### src/rtl/alu_operand_issue_pkg.sv
// alu_pkg: shared ALU opcode type, default width and opcode classifiers
package alu_pkg;
  localparam int ALU_W = 32;
  typedef enum logic [2:0] {OP_ADD, OP_SUB, OP_ADC, OP_SBC, OP_INC, OP_DEC, OP_NEG, OP_PASS} alu_op_t;
  function automatic logic is_carry_producing(alu_op_t op);
    return op != OP_PASS;
  endfunction
  function automatic logic reads_carry(alu_op_t op);
    return op == OP_ADC || op == OP_SBC;
  endfunction
endpackage

### src/rtl/alu_operand_issue_if.sv
// alu_operand_issue_if: op intake, conditioned-operand output and carry writeback bundle
interface alu_operand_issue_if import alu_pkg::*; #(parameter int N = ALU_W);
  logic         in_valid;
  logic         in_ready;
  logic [2:0]   in_op;
  logic [N-1:0] in_a;
  logic [N-1:0] in_b;
  logic         out_valid;
  logic         out_ready;
  logic [N-1:0] out_a;
  logic [N-1:0] out_b;
  logic         out_c_in;
  logic [2:0]   out_op;
  logic         wb_valid;
  logic         wb_carry;
  logic         carry_flag;
  modport master (
    output in_valid, in_op, in_a, in_b, out_ready, wb_valid, wb_carry,
    input  in_ready, out_valid, out_a, out_b, out_c_in, out_op, carry_flag
  );
  modport slave (
    input  in_valid, in_op, in_a, in_b, out_ready, wb_valid, wb_carry,
    output in_ready, out_valid, out_a, out_b, out_c_in, out_op, carry_flag
  );
endinterface

### src/rtl/alu_operand_issue_cond.sv
// alu_operand_cond: maps an ALU op and raw operands onto adder a, b and carry-in
module alu_operand_cond import alu_pkg::*; #(
  parameter int N = ALU_W
) (
  input  alu_op_t      i_op,
  input  logic [N-1:0] i_a,
  input  logic [N-1:0] i_b,
  input  logic         i_cf,
  output logic [N-1:0] o_a,
  output logic [N-1:0] o_b,
  output logic         o_c_in
);
  // subtracts become invert-plus-one; INC/DEC/NEG/PASS substitute constants
  always_comb begin
    o_a    = (i_op == OP_NEG) ? '0 : i_a;
    o_b    = (i_op inside {OP_SUB, OP_SBC}) ? ~i_b :
             (i_op == OP_NEG) ? ~i_a :
             (i_op == OP_DEC) ? '1 :
             (i_op inside {OP_INC, OP_PASS}) ? '0 : i_b;
    o_c_in = reads_carry(i_op) ? i_cf : (i_op inside {OP_SUB, OP_INC, OP_NEG});
  end
endmodule

### src/rtl/alu_operand_issue.sv
// alu_operand_issue: ALU issue stage with carry tracking; define ALU_OPERAND_ISSUE_SKID_EN for a 2-entry skid buffer
module alu_operand_issue import alu_pkg::*; #(
  parameter int N            = ALU_W,
  parameter int MAX_INFLIGHT = 4
) (
  input logic               clk,
  input logic               rst_n,
  alu_operand_issue_if.slave bus
);
  localparam int PW = $clog2(MAX_INFLIGHT + 1);
  logic          r_ov, r_shown, r_cf, r_cin;
  alu_op_t       r_op;
  logic [N-1:0]  r_a, r_b;
  logic [PW-1:0] r_pending;
  logic          w_load_en, w_src_v, w_blocked, w_out_valid, w_out_fire, w_inc, w_dec;
  logic          w_c_cin, w_h_cin;
  alu_op_t       w_src_op;
  logic [N-1:0]  w_src_a, w_src_b, w_c_a, w_c_b, w_unused_ha, w_unused_hb;
`ifdef ALU_OPERAND_ISSUE_SKID_EN
  logic          r_sv;
  alu_op_t       r_s_op;
  logic [N-1:0]  r_s_a, r_s_b;
  assign bus.in_ready = !r_sv;
  assign w_src_v      = r_sv || bus.in_valid;
  assign w_src_op     = r_sv ? r_s_op : alu_op_t'(bus.in_op);
  assign w_src_a      = r_sv ? r_s_a : bus.in_a;
  assign w_src_b      = r_sv ? r_s_b : bus.in_b;
  // skid entry captures an accepted op while the output register is held
  always_ff @(posedge clk or negedge rst_n) begin
    if (!rst_n) begin
      r_sv   <= 1'b0;
      r_s_op <= OP_ADD;
      r_s_a  <= '0;
      r_s_b  <= '0;
    end else begin
      r_sv <= r_sv ? !w_load_en : (bus.in_valid && !w_load_en);
      if (!r_sv && bus.in_valid && !w_load_en) begin
        r_s_op <= alu_op_t'(bus.in_op);
        r_s_a  <= bus.in_a;
        r_s_b  <= bus.in_b;
      end
    end
  end
`else
  assign bus.in_ready = w_load_en;
  assign w_src_v      = bus.in_valid;
  assign w_src_op     = alu_op_t'(bus.in_op);
  assign w_src_a      = bus.in_a;
  assign w_src_b      = bus.in_b;
`endif
  alu_operand_cond #(.N(N)) u_load (
    .i_op(w_src_op), .i_a(w_src_a), .i_b(w_src_b), .i_cf(r_cf),
    .o_a(w_c_a), .o_b(w_c_b), .o_c_in(w_c_cin)
  );
  alu_operand_cond #(.N(N)) u_head (
    .i_op(r_op), .i_a(r_a), .i_b(r_b), .i_cf(r_cf),
    .o_a(w_unused_ha), .o_b(w_unused_hb), .o_c_in(w_h_cin)
  );
  assign w_blocked   = !r_shown && ((reads_carry(r_op) && r_pending != '0) ||
                       (is_carry_producing(r_op) && r_pending == PW'(MAX_INFLIGHT) && !bus.wb_valid));
  assign w_out_valid = r_ov && !w_blocked;
  assign w_out_fire  = w_out_valid && bus.out_ready;
  assign w_load_en   = !r_ov || w_out_fire;
  assign w_inc       = w_out_fire && is_carry_producing(r_op);
  assign w_dec       = bus.wb_valid && r_pending != '0;
  assign bus.out_valid  = w_out_valid;
  assign bus.out_a      = r_a;
  assign bus.out_b      = r_b;
  assign bus.out_c_in   = reads_carry(r_op) ? w_h_cin : r_cin;
  assign bus.out_op     = r_op;
  assign bus.carry_flag = r_cf;
  // output register loads conditioned operands; r_shown pins a presented entry until it fires
  always_ff @(posedge clk or negedge rst_n) begin
    if (!rst_n) begin
      r_ov    <= 1'b0;
      r_shown <= 1'b0;
      r_op    <= OP_ADD;
      r_a     <= '0;
      r_b     <= '0;
      r_cin   <= 1'b0;
    end else begin
      r_shown <= w_out_valid && !bus.out_ready;
      if (w_load_en) r_ov <= w_src_v;
      if (w_load_en && w_src_v) begin
        r_op  <= w_src_op;
        r_a   <= w_c_a;
        r_b   <= w_c_b;
        r_cin <= w_c_cin;
      end
    end
  end
  // in-flight carry counter and carry flag; writebacks with nothing pending are dropped
  always_ff @(posedge clk or negedge rst_n) begin
    if (!rst_n) begin
      r_pending <= '0;
      r_cf      <= 1'b0;
    end else begin
      if (w_inc != w_dec) r_pending <= w_inc ? r_pending + 1'b1 : r_pending - 1'b1;
      if (w_dec) r_cf <= bus.wb_carry;
    end
  end
endmodule

### src/flat_wrapper.sv
// flat-port wrapper written by rule: the top's interface ports become plain ports
module alu_operand_issue_flat import alu_pkg::*;
#(
  parameter int N            = ALU_W,
  parameter int MAX_INFLIGHT = 4
)
  (clk, rst_n, bus_in_valid, bus_in_op, bus_in_a, bus_in_b, bus_out_ready, bus_wb_valid, bus_wb_carry, bus_in_ready, bus_out_valid, bus_out_a, bus_out_b, bus_out_c_in, bus_out_op, bus_carry_flag);
  alu_operand_issue_if #(.N(N)) bus_i ();
  input logic clk;
  input logic rst_n;
  input wire logic [$bits(bus_i.in_valid)-1:0] bus_in_valid;
  input wire logic [$bits(bus_i.in_op)-1:0] bus_in_op;
  input wire logic [$bits(bus_i.in_a)-1:0] bus_in_a;
  input wire logic [$bits(bus_i.in_b)-1:0] bus_in_b;
  input wire logic [$bits(bus_i.out_ready)-1:0] bus_out_ready;
  input wire logic [$bits(bus_i.wb_valid)-1:0] bus_wb_valid;
  input wire logic [$bits(bus_i.wb_carry)-1:0] bus_wb_carry;
  output wire logic [$bits(bus_i.in_ready)-1:0] bus_in_ready;
  output wire logic [$bits(bus_i.out_valid)-1:0] bus_out_valid;
  output wire logic [$bits(bus_i.out_a)-1:0] bus_out_a;
  output wire logic [$bits(bus_i.out_b)-1:0] bus_out_b;
  output wire logic [$bits(bus_i.out_c_in)-1:0] bus_out_c_in;
  output wire logic [$bits(bus_i.out_op)-1:0] bus_out_op;
  output wire logic [$bits(bus_i.carry_flag)-1:0] bus_carry_flag;
  assign bus_i.in_valid = bus_in_valid;
  assign bus_i.in_op = bus_in_op;
  assign bus_i.in_a = bus_in_a;
  assign bus_i.in_b = bus_in_b;
  assign bus_i.out_ready = bus_out_ready;
  assign bus_i.wb_valid = bus_wb_valid;
  assign bus_i.wb_carry = bus_wb_carry;
  assign bus_in_ready = bus_i.in_ready;
  assign bus_out_valid = bus_i.out_valid;
  assign bus_out_a = bus_i.out_a;
  assign bus_out_b = bus_i.out_b;
  assign bus_out_c_in = bus_i.out_c_in;
  assign bus_out_op = bus_i.out_op;
  assign bus_carry_flag = bus_i.carry_flag;
  alu_operand_issue #(.N(N), .MAX_INFLIGHT(MAX_INFLIGHT)) u_core (.clk(clk), .rst_n(rst_n), .bus(bus_i));
endmodule
### config.mk
export PLATFORM = sky130hd
export DESIGN_NAME = alu_operand_issue_flat
export DESIGN_NICKNAME = d
export VERILOG_FILES = /design/src/rtl/alu_operand_issue_pkg.sv /design/src/rtl/alu_operand_issue_if.sv /design/src/rtl/alu_operand_issue_cond.sv /design/src/rtl/alu_operand_issue.sv /design/src/flat_wrapper.sv
export SDC_FILE = /design/constraint.sdc
export NUM_CORES = 1
export LEC_CHECK = 0
export CORE_AREA = 4 4 94 96
export DETAILED_ROUTE_END_ITERATION = 12
export DIE_AREA = 0 0 98 100
export PLACE_DENSITY = 0.85
export SLEW_MARGIN = 20
export SYNTH_ARGS = -nofsm -noshare
export SYNTH_HDL_FRONTEND = slang
export SYNTH_SLANG_ARGS = --single-unit
### constraint.sdc
create_clock -name clk -period 3.56 [get_ports clk]
set_input_delay 1.068 -clock clk [delete_from_list [all_inputs] [get_ports clk]]
set_output_delay 1.068 -clock clk [all_outputs]
set_load 0.01 [all_outputs]
## Yosys cells after proc, flatten, opt, wreduce, memory -nomap -nowiden

Cells that the tools add are included.

- Register bits: 74
- Bits in latches: 0
- RAM bits: 0
- Bits in read-only memories: 0
- Output and inout port bits: 71
- Logic and storage cells: 55
- Memories: 0

- Add/subtract/negate cells: 2
- Multipliers: 0
- Div/mod/pow operators: 0
- Magnitude comparators: 0
- Eq/ne operators: 12
- Shifts and indexed selects: 0
- Mux-type cells: 8
- Bitwise gates (word level): 2
- Reduce and logical (&&, ||, !) cells: 23

Operators by type and width:

| operator | number |
|---|---|
| 32-bit 2-to-1 mux | 5 |
| 32-bit NOT | 2 |
| 3-bit == test, second input constant | 5 |
| 3-bit by 2-bit == test with 1-bit output, second input constant | 4 |
| 1-bit logical AND | 10 |
| 3-bit nonzero test | 2 |
| 1-bit zero test | 5 |
| 1-bit logical OR | 4 |
| 2-bit nonzero test | 2 |
| 3-bit by 1-bit adder with 3-bit output, second input constant | 1 |
| 3-bit by 1-bit == test with 1-bit output, second input constant | 1 |
| 3-bit 2-to-1 mux | 1 |
| 3-bit inequality test, second input constant | 1 |
| 3-bit by 1-bit subtractor with 3-bit output, second input constant | 1 |
| 1-bit 2-to-1 mux | 2 |
| 1-bit inequality test | 1 |

## Logic depth before layout (Yosys ltp)

- Word-level depth: 10
- Gate-level depth with buffers: 7
- Mapped depth without buffers: 7

## Hierarchy

A second synthesis with hierarchy kept.

- Cell total of the unflattened synthesis: 556
- Area total of the unflattened synthesis: 5265.0 um^2

By module, submodules not included:

| module | instances | cells each | area each (um^2) | sequential area each (um^2) |
|---|---|---|---|---|
| alu_operand_issue | 1 | 176 | 3000.4 | 1851.8 |
| alu_operand_cond | 2 | 190 | 1132.3 | 0.0 |

## Worst setup path after synthesis

OpenSTA, ideal clock, no wires.

- Path type: in2out
- From: input bus_wb_valid
- To: output bus_in_ready
- Arrival: 1.742 ns
- Data required time: 2.492 ns
- Path slack: 0.750 ns
- Cell stages on the path: 3
- Buffers on the path: 0
- Path through: nor4b_2 -> a22oi_2 -> o21a_1

- Longest elaborated chain between the ends: 8

Ends and longest elaborated chain:

| item | line | text |
|---|---|---|
| start, declared | flat_wrapper.sv:16 | `input wire logic [$bits(bus_i.wb_valid)-1:0] bus_wb_valid;` |
| 1-bit zero test | alu_operand_issue.sv:60 | `(is_carry_producing(r_op) && r_pending == PW'(MAX_INFLIGHT) && !bus.wb_valid));` |
| 1-bit logical AND | alu_operand_issue.sv:60 |  |
| 1-bit logical OR | alu_operand_issue.sv:59 | `assign w_blocked = !r_shown && ((reads_carry(r_op) && r_pending != '0) \|\|` |
| 1-bit logical AND | alu_operand_issue.sv:59 |  |
| 1-bit zero test | alu_operand_issue.sv:61 | `assign w_out_valid = r_ov && !w_blocked;` |
| 1-bit logical AND | alu_operand_issue.sv:61 |  |
| 1-bit logical AND | alu_operand_issue.sv:62 | `assign w_out_fire = w_out_valid && bus.out_ready;` |
| 1-bit logical OR | alu_operand_issue.sv:63 | `assign w_load_en = !r_ov \|\| w_out_fire;` |
| end, declared | flat_wrapper.sv:18 | `output wire logic [$bits(bus_i.in_ready)-1:0] bus_in_ready;` |

Every way passes these cells.

## Final worst setup path

Ends and elaborated chain as after synthesis.

==> impl_metrics.py <==
metrics = {
    "run_status": {
        "status": "finished, final reports clean",
    },
    "worst_hold_path": {
        "hold_end": "u_core.bus.out_b[25]",
        "hold_path_depth": 2,
        "holdCritStartpoint": "u_core.bus.out_b[25]",
        "worstHoldPathType": "reg2reg",
    },
    "pwr": {
        "leakage_nw": 2.44,
        "ir_drop_uv": 338,
        "pwr_density_cell_nw_per_um2": 719,
    },
    "synthesis": {
        "synth_edf_count": 0,
        "synth_top_family_by_area": "compound AO/OA/AOI/OAI gates",
        "synthMuxAreaShare_pct": 2.34,
        "yosysWarnings": 0,
        "synth_seq_cells": 74,
        "avgSynthCellArea_um2": 8.66,
        "ys_types": 30,
        "yosys.area_share.simple_pct": 12.3,
        "synth_xor_area_share_pct": 0.693,
        "synth_fa_ha_area_share_pct": 0.528,
        "mappedNetlistArea_um2": 3790,
        "synth_compound_area_share_pct": 26.7,
        "synth.net_count": 512,
        "synth_flop_cell": "dfrtp_1",
        "postSynthCellCount": 438,
        "async_reset_ff_share_pct": 100,
        "ys_seq_area_share_pct": 48.8,
    },
    "setup_path": {
        "end_kind": "primary output",
        "cp.arrival_ps": 2430,
        "crit_path_top_delay_cell": "clkdlybuf4s50_1",
        "rr_endpoint": "u_core.r_pending[1]",
        "worstSetupPathType": "in2out",
        "reg2reg_depth": 7,
        "r2r_slack_ps": 1290,
        "crit_required_ps": 2490,
        "cp_cell_sequence": "clkdlybuf4s50_1, nor4b_4, a22oi_2, o21a_1, dlygate4sd2_1",
        "slowest_delay_ps": 470,
        "cp_max_fo": 3,
        "start_kind": "input pin",
        "r2r_start": "u_core.r_pending[1]",
    },
    "route": {
        "postRouteAntennaNets": 0,
        "viasPerCell": 5.35,
        "wl_per_cell_um": 15.8,
        "drc": 0,
        "first_pass_iters": 5,
        "wl_mm": 10.7,
        "num_vias": 3615,
        "drt_iter0_drc": 161,
    },
    "flow_run": {
        "cap_violations": 0,
    },
    "clock_tree": {
        "cts_root_buf": "clkbuf_8",
        "clk_pin_slew_ps": 70,
        "htreeDepth": 3,
        "worst_skew_pair.late_latency_ps": 340,
        "cts_tree": "done",
        "cts_sinks": 74,
        "cts-buffers-inserted": 9,
        "clk_path_buf_depth": 2,
        "hold_buffers": 0,
    },
    "timing": {
        "slew_headroom_pct": 36.7,
        "fin_skew_ps": 14.4,
        "fmax_mhz": 286,
        "period_share_pct": 98.2,
        "fin_crit_ps": 3490,
        "drv_slew": 0,
        "final-setup-viol-count": 0,
        "finalHoldViolCount": 0,
        "fin_hold_ws_ps": 485,
        "fin_tns_setup_ps": 0,
        "worst_slack_ps": 65.1,
        "worst_pin_slew_ps": 949,
    },
    "cells_and_area": {
        "antenna_cells": 0,
        "fillers": 643,
        "drive_gt1_share_pct": 7.36,
        "area_growth_pct": 46.4,
        "layout_common_cells": "clkdlybuf4s50_1 (138), nand2_1 (100), dfrtp_1 (74), o21ai_1 (65), o21ai_0 (33)",
        "final_nets": 640,
        "layout_commonest_cell": "clkdlybuf4s50_1",
        "fin_util_pct": 68.9,
    },
    "placement": {
        "place_congestion": 0.836,
        "pre_cts_slack_ps": -172,
        "hpwl_mm": 7.33,
        "numPortBuffers": 143,
    },
    "floorplanning": {
        "dieArea_um2": 9800,
        "ioPinCount": 144,
        "die_h_um": 100,
        "core_um2": 8050,
        "die_w_um": 98,
        "num_rows": 33,
        "start_util_pct": 47.1,
    },
    "global_route": {
        "antenna_found_initial": 0,
        "grt_max_degree": 75,
        "grt_pass1_vias": 3528,
        "grtUsageTotal_pct": 21.7,
        "grt_pass1_wl_mm": 17.2,
        "overflow": 0,
    },
}
==> critical path, delay by kind of cell <==
| kind | cells | cell delay [ps] |
|---|---|---|
| and+or+nand+nor | 1 | 270 |
| AOI/OAI and AO/OA | 2 | 330 |
| buffers and inverters | 2 | 760 |
==> flip-flops by register name, indices dropped and copies added, names as in the netlist <==
| name | flops |
|---|---|
| u_core.r_cin | 1 |
| u_core.r_shown | 1 |
| u_core.bus.out_op | 3 |
| u_core.bus.out_b | 32 |
| u_core.bus.carry_flag | 1 |
| u_core.r_pending | 3 |
| u_core.bus.out_a | 32 |
| u_core.r_ov | 1 |
==> cell families (layout without fill, tap and decap cells) <==
family          after synthesis  after routing
flops                        74             74
simple gates                113            113
fa+ha+maj                     1              1
compound gates              169            169
buf+inv                      71            204
xor+xnor                      3              3
mux                           7              7
==> metrics by stage <==
step	cell area [um2]	instances	power [mW]
finish	5550	676	3.99
global placement	5240	658	3.04
CTS	5540	675	4.03
floorplan	3790	438	2.15
global route	5550	676	4.23
detailed placement	5240	658	3.10
==> layer usage <==
metal,global-route usage (%),routed length (um)
met1,26.7,4300
met2,37.0,5390
met3,6.32,848
met4,6.92,127
met5,0,0
==> cell type report <==
class                           count  area [um2]  area share [%]
Clock inverter                      4         120            2.16
Timing Repair Buffer              156        1540            27.7
Clock buffer                       12         165            2.98
Inverter                           32         120            2.16
Tap cell                          105         131            2.37
Sequential cell                    74        1850            33.4
Multi-Input combinational cell    293        1620            29.2
==> repair_timing <==
item	in CTS	in global routing
endpoints found under the setup margin	2	2
buffers inserted	1	1
pin swaps	2	1
resized for setup	3	0
==> Yosys cell counts, types with 3 or more instances <==
| cell | count | area share, % |
|---|---|---|
| buf_6 | 8 | 2.4 |
| mux2_1 | 3 | 0.89 |
| nand2b_1 | 4 | 0.66 |
| nor2b_1 | 3 | 0.49 |
| inv_1 | 32 | 3.2 |
| o21ai_1 | 65 | 8.6 |
| clkbuf_1 | 28 | 2.8 |
| buf_1 | 3 | 0.30 |
| o21ai_0 | 33 | 4.4 |
| nand2_1 | 100 | 9.9 |
| mux2_4 | 3 | 1.2 |
| dfrtp_1 | 74 | 49 |
| o211ai_1 | 32 | 6.3 |
| o22ai_1 | 32 | 5.3 |
==> worst max path at each step <==
stage / startpoint / to / depth (start not counted)
2_1_floorplan: bus_wb_valid / bus_in_ready / 3
3_3_place_gp: bus_wb_valid / bus_in_ready / 5
3_5_place_dp: bus_wb_valid / bus_in_ready / 5
4_1_cts: bus_wb_valid / bus_in_ready / 5
5_1_grt: bus_wb_valid / bus_in_ready / 5
6_report: bus_wb_valid / bus_in_ready / 5
==> power breakdown <==
part           total [mW]  switching, mW  internal, mW
clock network       0.904          0.309         0.595
logic                1.68          0.742         0.935
registers            1.41          0.225          1.19
total                3.99           1.28          2.72
(Power assumes the default switching activity.)
